<file path="src/rtl/pe_array_pkg.sv">
// Shared PE-array definitions: default GON/GLB widths and the opsum collector state set.
package pe_array_pkg;

   localparam int unsigned PSUM_DATA_SIZE = 32;
   localparam int unsigned OPSUM_NUM      = 4;
   localparam int unsigned ROW_LEN        = 4;
   localparam int unsigned ID_LEN         = 5;
   localparam int unsigned BEAT_LEN       = 8;
   localparam int unsigned ADDR_WIDTH     = 16;

   typedef enum logic [1:0] {
      ST_IDLE,
      ST_COLLECT,
      ST_DRAIN,
      ST_DONE
   } collector_state_e;

endpackage

</file>
<file path="src/rtl/opsum_wr_fifo.sv">
// Two-entry {addr,data} FIFO with registered head; the head feeds the GLB write port directly.
module opsum_wr_fifo #(
   parameter int unsigned ADDR_WIDTH = 16,
   parameter int unsigned DATA_WIDTH = 128
) (
   input  logic                  clk,
   input  logic                  rst,
   input  logic                  push,
   input  logic [ADDR_WIDTH-1:0] push_addr,
   input  logic [DATA_WIDTH-1:0] push_data,
   input  logic                  pop,
   output logic [ADDR_WIDTH-1:0] head_addr,
   output logic [DATA_WIDTH-1:0] head_data,
   output logic [1:0]            count,
   output logic                  full,
   output logic                  empty
);

   logic [ADDR_WIDTH-1:0] tail_addr;
   logic [DATA_WIDTH-1:0] tail_data;
   logic                  push_ok;
   logic                  pop_ok;

   assign full    = (count == 2'd2);
   assign empty   = (count == 2'd0);
   assign push_ok = push && !full;
   assign pop_ok  = pop && !empty;

   always_ff @(posedge clk) begin
      if (rst) begin
         count     <= 2'd0;
         head_addr <= '0;
         head_data <= '0;
         tail_addr <= '0;
         tail_data <= '0;
      end else begin
         unique case ({push_ok, pop_ok})
            2'b10: begin
               if (empty) begin
                  head_addr <= push_addr;
                  head_data <= push_data;
               end else begin
                  tail_addr <= push_addr;
                  tail_data <= push_data;
               end
               count <= count + 2'd1;
            end
            2'b01: begin
               head_addr <= tail_addr;
               head_data <= tail_data;
               count     <= count - 2'd1;
            end
            // push_ok && pop_ok implies exactly one entry: the new beat becomes the head
            2'b11: begin
               head_addr <= push_addr;
               head_data <= push_data;
            end
            default: ;
         endcase
      end
   end

endmodule

</file>
<file path="src/rtl/opsum_collector.sv">
// GON output-psum drain: walks (row, col, beat) over the active PE grid, pulls each beat
// with opsum_ready and forwards it with an incrementally generated GLB address.
module opsum_collector
   import pe_array_pkg::*;
#(
   parameter int unsigned PSUM_DATA_SIZE = pe_array_pkg::PSUM_DATA_SIZE,
   parameter int unsigned OPSUM_NUM      = pe_array_pkg::OPSUM_NUM,
   parameter int unsigned ROW_LEN        = pe_array_pkg::ROW_LEN,
   parameter int unsigned ID_LEN         = pe_array_pkg::ID_LEN,
   parameter int unsigned BEAT_LEN       = pe_array_pkg::BEAT_LEN,
   parameter int unsigned ADDR_WIDTH     = pe_array_pkg::ADDR_WIDTH
) (
   input  logic                                clk,
   input  logic                                rst,
   input  logic                                start,
   input  logic [ROW_LEN-1:0]                  cfg_rows,
   input  logic [ID_LEN-1:0]                   cfg_cols,
   input  logic [BEAT_LEN-1:0]                 cfg_beats,
   input  logic [ADDR_WIDTH-1:0]               cfg_base_addr,
   input  logic [ADDR_WIDTH-1:0]               cfg_row_stride,
   output logic                                busy,
   output logic                                done,
   input  logic                                opsum_enable,
   output logic                                opsum_ready,
   output logic [ROW_LEN-1:0]                  opsum_row_tag,
   output logic [ID_LEN-1:0]                   opsum_col_tag,
   input  logic [PSUM_DATA_SIZE*OPSUM_NUM-1:0] opsum_value,
   output logic                                glb_wr_en,
   input  logic                                glb_wr_ready,
   output logic [ADDR_WIDTH-1:0]               glb_wr_addr,
   output logic [PSUM_DATA_SIZE*OPSUM_NUM-1:0] glb_wr_data
);

   localparam int unsigned DATA_WIDTH = PSUM_DATA_SIZE * OPSUM_NUM;

   collector_state_e state, state_next;

   logic [ROW_LEN-1:0]    rows_q, row_q;
   logic [ID_LEN-1:0]     cols_q, col_q;
   logic [BEAT_LEN-1:0]   beats_q, beat_q;
   logic [ADDR_WIDTH-1:0] stride_q, addr_q, row_base_q;

   logic       cfg_empty;
   logic       accept;
   logic       beat_last, col_last, row_last, job_last;
   logic       launch;
   logic       fifo_full, fifo_empty, fifo_pop;
   logic [1:0] fifo_count;

   assign cfg_empty = (cfg_rows == '0) || (cfg_cols == '0) || (cfg_beats == '0);
   assign launch    = (state == ST_IDLE) && start;
   assign accept    = opsum_ready && opsum_enable;
   assign beat_last = (beat_q == beats_q - BEAT_LEN'(1));
   assign col_last  = (col_q == cols_q - ID_LEN'(1));
   assign row_last  = (row_q == rows_q - ROW_LEN'(1));
   assign job_last  = beat_last && col_last && row_last;
   assign glb_wr_en = !fifo_empty;
   assign fifo_pop  = glb_wr_en && glb_wr_ready;

   always_ff @(posedge clk) begin
      if (rst) begin
         state <= ST_IDLE;
      end else begin
         state <= state_next;
      end
   end

   always_comb begin
      state_next    = state;
      busy          = 1'b0;
      done          = 1'b0;
      opsum_ready   = 1'b0;
      opsum_row_tag = '0;
      opsum_col_tag = '0;
      unique case (state)
         ST_IDLE: begin
            if (start) begin
               state_next = cfg_empty ? ST_DONE : ST_COLLECT;
            end
         end
         ST_COLLECT: begin
            busy          = 1'b1;
            opsum_ready   = !fifo_full;
            opsum_row_tag = row_q;
            opsum_col_tag = col_q;
            if (accept && job_last) begin
               state_next = ST_DRAIN;
            end
         end
         // leave as soon as the FIFO is known to be empty after this edge
         ST_DRAIN: begin
            busy = 1'b1;
            if (fifo_empty || ((fifo_count == 2'd1) && fifo_pop)) begin
               state_next = ST_DONE;
            end
         end
         ST_DONE: begin
            busy       = 1'b1;
            done       = 1'b1;
            state_next = ST_IDLE;
         end
         default: state_next = ST_IDLE;
      endcase
   end

   // row_base_q tracks the first address of the current row so no multiply is needed
   always_ff @(posedge clk) begin
      if (rst) begin
         rows_q     <= '0;
         cols_q     <= '0;
         beats_q    <= '0;
         stride_q   <= '0;
         row_q      <= '0;
         col_q      <= '0;
         beat_q     <= '0;
         addr_q     <= '0;
         row_base_q <= '0;
      end else if (launch) begin
         rows_q     <= cfg_rows;
         cols_q     <= cfg_cols;
         beats_q    <= cfg_beats;
         stride_q   <= cfg_row_stride;
         row_q      <= '0;
         col_q      <= '0;
         beat_q     <= '0;
         addr_q     <= cfg_base_addr;
         row_base_q <= cfg_base_addr;
      end else if (accept) begin
         if (!beat_last) begin
            beat_q <= beat_q + BEAT_LEN'(1);
            addr_q <= addr_q + ADDR_WIDTH'(1);
         end else begin
            beat_q <= '0;
            if (!col_last) begin
               col_q  <= col_q + ID_LEN'(1);
               addr_q <= addr_q + ADDR_WIDTH'(1);
            end else begin
               col_q      <= '0;
               row_q      <= row_q + ROW_LEN'(1);
               row_base_q <= row_base_q + stride_q;
               addr_q     <= row_base_q + stride_q;
            end
         end
      end
   end

   opsum_wr_fifo #(
      .ADDR_WIDTH (ADDR_WIDTH),
      .DATA_WIDTH (DATA_WIDTH)
   ) u_wr_fifo (
      .clk       (clk),
      .rst       (rst),
      .push      (accept),
      .push_addr (addr_q),
      .push_data (opsum_value),
      .pop       (fifo_pop),
      .head_addr (glb_wr_addr),
      .head_data (glb_wr_data),
      .count     (fifo_count),
      .full      (fifo_full),
      .empty     (fifo_empty)
   );

endmodule
</file>
<file path="config.mk">
export PLATFORM = sky130hd
export DESIGN_NAME = opsum_collector
export DESIGN_NICKNAME = d
export VERILOG_FILES = /design/src/rtl/pe_array_pkg.sv /design/src/rtl/opsum_wr_fifo.sv /design/src/rtl/opsum_collector.sv
export SDC_FILE = /design/constraint.sdc
export NUM_CORES = 1
export LEC_CHECK = 0
export ABC_AREA = 1
export ABC_CLOCK_PERIOD_IN_PS = 6360
export CAP_MARGIN = 0
export CELL_PAD_IN_SITES_DETAIL_PLACEMENT = 0
export CELL_PAD_IN_SITES_GLOBAL_PLACEMENT = 1
export CORE_MARGIN = 4
export CORE_UTILIZATION = 40
export DETAILED_ROUTE_END_ITERATION = 8
export GPL_ROUTABILITY_DRIVEN = 0
export PLACE_DENSITY = 0.83
export SLEW_MARGIN = 0
export SYNTH_ARGS = -nofsm -noshare
export SYNTH_HDL_FRONTEND = slang
export SYNTH_SLANG_ARGS = --single-unit
</file>
<file path="constraint.sdc">
create_clock -name clk -period 6.36 [get_ports clk]
set_input_delay 0.636 -clock clk [delete_from_list [all_inputs] [get_ports clk]]
set_output_delay 0.636 -clock clk [all_outputs]
set_load 0.01 [all_outputs]
</file>
=== Word-level counts from Yosys, hierarchy flattened ===
Cells that the tools add are included.

* Flip-flop bits (word level): 374
* Output and inout bits: 157

* Add/subtract/negate cells: 10
* Equal/unequal tests: 15
* Multiplexer cells: 25
* Bitwise logic cells: 1
* Reduce and logical (&&, ||, !) cells: 32

{| class="wikitable"
|+ Operators with widths
! operator !! count
|-
| one-hot mux 128 bit (3 select lines) || 1
|-
| 2-to-1 mux 16 bit || 9
|-
| 2-to-1 mux 128 bit || 1
|-
| one-hot mux 16 bit (3 select lines) || 1
|-
| adder 16 x 1 -> 16 bit, second input constant || 1
|-
| adder 16 bit || 1
|-
| equality test 2 bit, second input constant || 5
|-
| 2-to-1 mux 5 bit || 2
|-
| logical AND 1 bit || 9
|-
| AND reduction 3 bit || 3
|-
| adder 8 x 1 -> 8 bit, second input constant || 1
|-
| equality test 8 bit || 1
|-
| zero test 8 bit || 1
|-
| 2-to-1 mux 2 bit || 4
|-
| 2-to-1 mux 8 bit || 1
|-
| inequality test 2 bit, second input constant || 4
|-
| one-hot mux 2 bit (4 select lines) || 1
|-
| nonzero test 2 bit || 4
|-
| subtractor 8 x 1 -> 8 bit, second input constant || 1
|-
| equality test 2 x 1 -> 1 bit, second input constant || 3
|-
| AND reduction 2 bit || 3
|-
| adder 5 x 1 -> 5 bit, second input constant || 1
|-
| equality test 5 bit || 1
|-
| zero test 5 bit || 1
|-
| other kinds (17) || 23
|}

=== Logic depth before layout (Yosys ltp) ===
* Word-level depth: 8
* Gate-level depth with buffers: 18

=== Modules after synthesis ===
A second synthesis with hierarchy kept.

* Cell total of the unflattened synthesis: 2853
* Area total of the unflattened synthesis: 18736.7 µm²

{| class="wikitable"
|+ Modules (own cells, without submodules)
! module !! times used !! cells an instance !! area each (µm²)
|-
| opsum_wr_fifo || 1 || 2054 || 13375.3
|-
| opsum_collector || 1 || 799 || 5361.4
|}

=== Worst setup path before layout ===
No wires, ideal clock.

* Path type: reg2reg
* From: reg state[1]
* To: reg u_wr_fifo.head_data[100]
* Setup time: 122 ps
* Arrival: 2201 ps
* Required time: 6238 ps
* Slack: 4037 ps
* Cell stages (with the launch flop): 14
* Buffers on the path: 4
* Cell sequence: dfxtp_1 inv_1 ha_1 inv_1 nor2_1 nand2_1 buf_2 ha_1 clkbuf_1 clkbuf_1 clkbuf_1 nor2_1 a21oi_1 a21oi_1

* Word-level cells in the longest chain between the ends: 7

{| class="wikitable"
|+ Ends and longest elaborated chain
! element !! line !! text
|-
| from (decl) || opsum_collector.sv:36 || <nowiki>collector_state_e state, state_next;</nowiki>
|-
| from (signal assigned) || opsum_collector.sv:64 || <nowiki>state <= state_next;</nowiki>
|-
| equality test 2 x 1 -> 1 bit * || opsum_collector.sv:75 || <nowiki>unique case (state)</nowiki>
|-
| 2-to-1 mux 1 bit * || opsum_collector.sv:75 ||
|-
| net opsum_ready || opsum_collector.sv:24 || <nowiki>output logic opsum_ready,</nowiki>
|-
| logical AND 1 bit * || opsum_collector.sv:52 || <nowiki>assign accept = opsum_ready && opsum_enable;</nowiki>
|-
| logical AND 1 bit * || opsum_wr_fifo.sv:26 || <nowiki>assign push_ok = push && !full;</nowiki>
|-
| equality test 2 bit / equality test 2 x 1 -> 1 bit (equally long branches) || opsum_wr_fifo.sv:37 || <nowiki>unique case ({push_ok, pop_ok})</nowiki>
|-
| inequality test 2 bit (no source line) / nonzero test 3 bit (equally long branches) || - ||
|-
| AND reduction 2 bit (no source line) || - ||
|-
| to (signal assigned) || opsum_wr_fifo.sv:41 || <nowiki>head_data <= push_data;</nowiki>
|-
| to (signal assigned) || opsum_wr_fifo.sv:50 || <nowiki>head_data <= tail_data;</nowiki>
|-
| to (signal assigned) || opsum_wr_fifo.sv:56 || <nowiki>head_data <= push_data;</nowiki>
|-
| to (decl) || opsum_wr_fifo.sv:13 || <nowiki>output logic [DATA_WIDTH-1:0] head_data,</nowiki>
|}

Mark *: on every way through the listed nets, which the timed path passes. The rest lies on a longest branch.
A chain may end at the register's enable or synchronous reset.

=== Worst setup path after layout ===
* From: reg state[1]
* To: reg u_wr_fifo.tail_data[119]

* Word-level cells in the longest chain between the ends: 6

{| class="wikitable"
|+ Ends and longest elaborated chain
! element !! line !! text
|-
| equality test 2 x 1 -> 1 bit || opsum_collector.sv:75 ||
|-
| 2-to-1 mux 1 bit || opsum_collector.sv:75 ||
|-
| logical AND 1 bit || opsum_collector.sv:52 ||
|-
| logical AND 1 bit || opsum_wr_fifo.sv:26 ||
|-
| equality test 2 bit || opsum_wr_fifo.sv:37 ||
|-
| AND reduction 2 bit (no source line) || - ||
|-
| to (signal assigned) || opsum_wr_fifo.sv:44 || <nowiki>tail_data <= push_data;</nowiki>
|-
| to (decl) || opsum_wr_fifo.sv:20 || <nowiki>logic [DATA_WIDTH-1:0] tail_data;</nowiki>
|}

Every way passes these cells.

==> results.yml <==
floorplanning:
  die_area_um2: 44500
  core_um2: 40700
  dieHeight_um: 211
  start_util_pct: 40.4
  io_pins: 339
  die_w_um: 211
  std_cell_rows: 74
clocking:
  cts_resized: 0
  htree_levels: 2
  cts.path.max_buffers: 3
  cts_sinks: 374
  post-cts-setup-buffer-count: 0
  clk_latency_ps: 560
  ctsHoldBuffers: 0
  cts_made_buffers: 42
  clk_pin_slew_ps: 60
  ctsRootBufferMaster: "clkbuf_16"
  cts_tree: "built"
setup_path:
  critPathRequiredTime_ps: 6830
  cp_data_arrival_time_ps: 4020
  path_delay_family: "buffers and inverters"
  critical_path.slowest_cell: "inv_6"
  path_class: "reg -> reg"
  critPathLaunchType: "register"
  max_stage_delay_ps: 590
  endpoint_kind: "register"
  path_cells: "inv_1 > ha_1 > inv_1 > nor2_1 > nand2_1 > inv_2 > ha_1 > nand2_1 > inv_6 > buf_12 > o21ai_0 > a21oi_1"
  worstPathMaxFanout: 150
  crit_buf_inv: 5
routing:
  viasPerCell: 5.10
  via_count: 15600
  drc: 0
  first_pass_iters: 5
  wire_per_inst_um: 15.7
  drt_wl_total_um: 47900
  drt_iter0_drc: 1010
  final_antenna_net_count: 0
grt:
  antenna_found_initial: 6
  grt_overflow: 0
  grt_pass1_wl_um: 75400
  grt_use_total_pct: 20.4
  grt_max_degree: 185
  grt_pass1_vias: 15000
synthesis:
  ys.flop_type: "dfxtp_1"
  ys_async_sr_fraction_pct: 0
  synth.area.top_cells: "dfxtp_1 (45%), a21oi_1 (15%), o21ai_0 (12%)"
  ys_ff_latch: 374
  ys_seq_area_share_pct: 45.5
  synth_cells: 2247
  syn-num-nets: 2462
  synth-edff-count: 0
  yosysTopAreaCell: "dfxtp_1"
  avgSynthCellArea_um2: 7.33
  syn_area_um2: 16500
  synth_top_area_share_pct: 45.5
  ys_types: 40
  synth-warning-count: 0
sta:
  finalSetupViolations: 0
  rsz0062_at_grt: "no"
  final_max_slew_viol_count: 0
  hold_viol_final: 0
  fin_crit_sh_pct: 55.7
  tns_ps: 0
  post-route-min-period_ps: 3540
  slew_headroom_pct: 35.2
  fin_worst_skew_ps: 20.1
  clock.fmax_ghz: 0.282
  worst_slew_pin_slew_ps: 972
run_status:
  status: "finished, final reports clean"
final_layout:
  synthToLayoutAreaGrowth_pct: 30.3
  final_cell_mix: "a21oi_1 (496), o21ai_0 (379), dfxtp_1 (374)"
  layout-drive-gt1-share_pct: 4.14
  nets: 2698
  final_common_cell: "a21oi_1"
  final_core_util_pct: 52.6
job:
  drv_cap: 0
power:
  p_leak_nw: 9.06
  ir_drop_uv: 348
  power.density_nw_per_um2: 458
worst_hold_path:
  holdCritPathClass: "reg -> reg"
placement:
  dp_hpwl_um: 31900
  io_buffers: 338
final cells by class:
type	count	area, µm²
flip-flops and latches	374	7490
clock inverters	13	163
clock buffers	63	1240
diodes	3	7.51
repair buffers	346	3490
multi-input cells	1488	7510
inverters	231	882
well taps	532	666
fillers	3925	19300
logic make-up (layout without fill, tap and decap cells):
| kind of cell | count (synthesis) | count (layout) | share of synthesized area, % |
|---|---|---|---|
| AO/OA/AOI/OAI | 893 | 893 | 27.4 |
| AND/OR/NAND/NOR | 523 | 523 | 13.4 |
| buffers and inverters | 385 | 653 | 9.10 |
| flip-flops | 374 | 374 | 45.5 |
| XOR/XNOR | 39 | 39 | 2.07 |
| adder cells (fa/ha/maj) | 33 | 33 | 2.55 |
| other | 0 | 3 | 0 |
through the flow:
stage	power, W	setup WS, ps	instance area [µm²]	instances	hold WS (ps)
floorplan	0.00575	4040	16500	2247	430
global placement	0.00734	2840	20000	2971	454
detailed placement	0.00740	2730	20000	2971	465
CTS	0.00992	2830	21400	3047	473
global route	0.0105	2430	21400	3049	503
finish	0.00982	2820	21400	3050	469
flip-flops by register name, summed over array words and instances, names as in the netlist, 4 cells and up:
name and cells:
addr_q 16, beat_q 8, beats_q 8, col_q 5, cols_q 5, row_base_q 16, row_q 4, rows_q 4
stride_q 16, u_wr_fifo.head_addr 16, u_wr_fifo.head_data 128, u_wr_fifo.tail_addr 16, u_wr_fifo.tail_data 128
layer usage:
layer | GRT usage (%) | routed length, µm | vias to the layer above
li1 | - | - | 7959
met1 | 25.6 | 20800 | 7126
met2 | 32.7 | 21700 | 374
met3 | 6.86 | 3910 | 85
met4 | 7.85 | 1460 | 6
met5 | 0 | 53 | -
power by group:
part / internal [W] / switching (W)
Clock: 0.00147 / 0.000977
Combinational: 0.00161 / 0.00227
Sequential: 0.00305 / 0.000432
Total: 0.00614 / 0.00368
worst min-delay path: cells and delay by family (launching register included):
family           cells  cell delay, ps
flip-flops           1             320
AND/OR/NAND/NOR      2             100
cells in the mapped netlist (12+ instances only):
library cell / count
nor2_1: 261
nand2_1: 159
dfxtp_1: 374
xnor2_1: 12
ha_1: 32
inv_1: 222
xor2_1: 27
buf_2: 28
a21oi_1: 496
o21ai_0: 379
clkbuf_1: 119
nand3_1: 57
final timing paths:
check | end | from | slack [ps] | cells past startpoint
setup / recovery | u_wr_fifo.tail_data[119] | state[1] | 2820 | 12
hold / removal | row_base_q[11] | row_base_q[11] | 470 | 2
setup reg to reg | u_wr_fifo.tail_data[119] | state[1] | 2820 | 12
hold reg to reg | row_base_q[11] | row_base_q[11] | 470 | 2
Note: power is estimated with default switching activity, not from simulation.
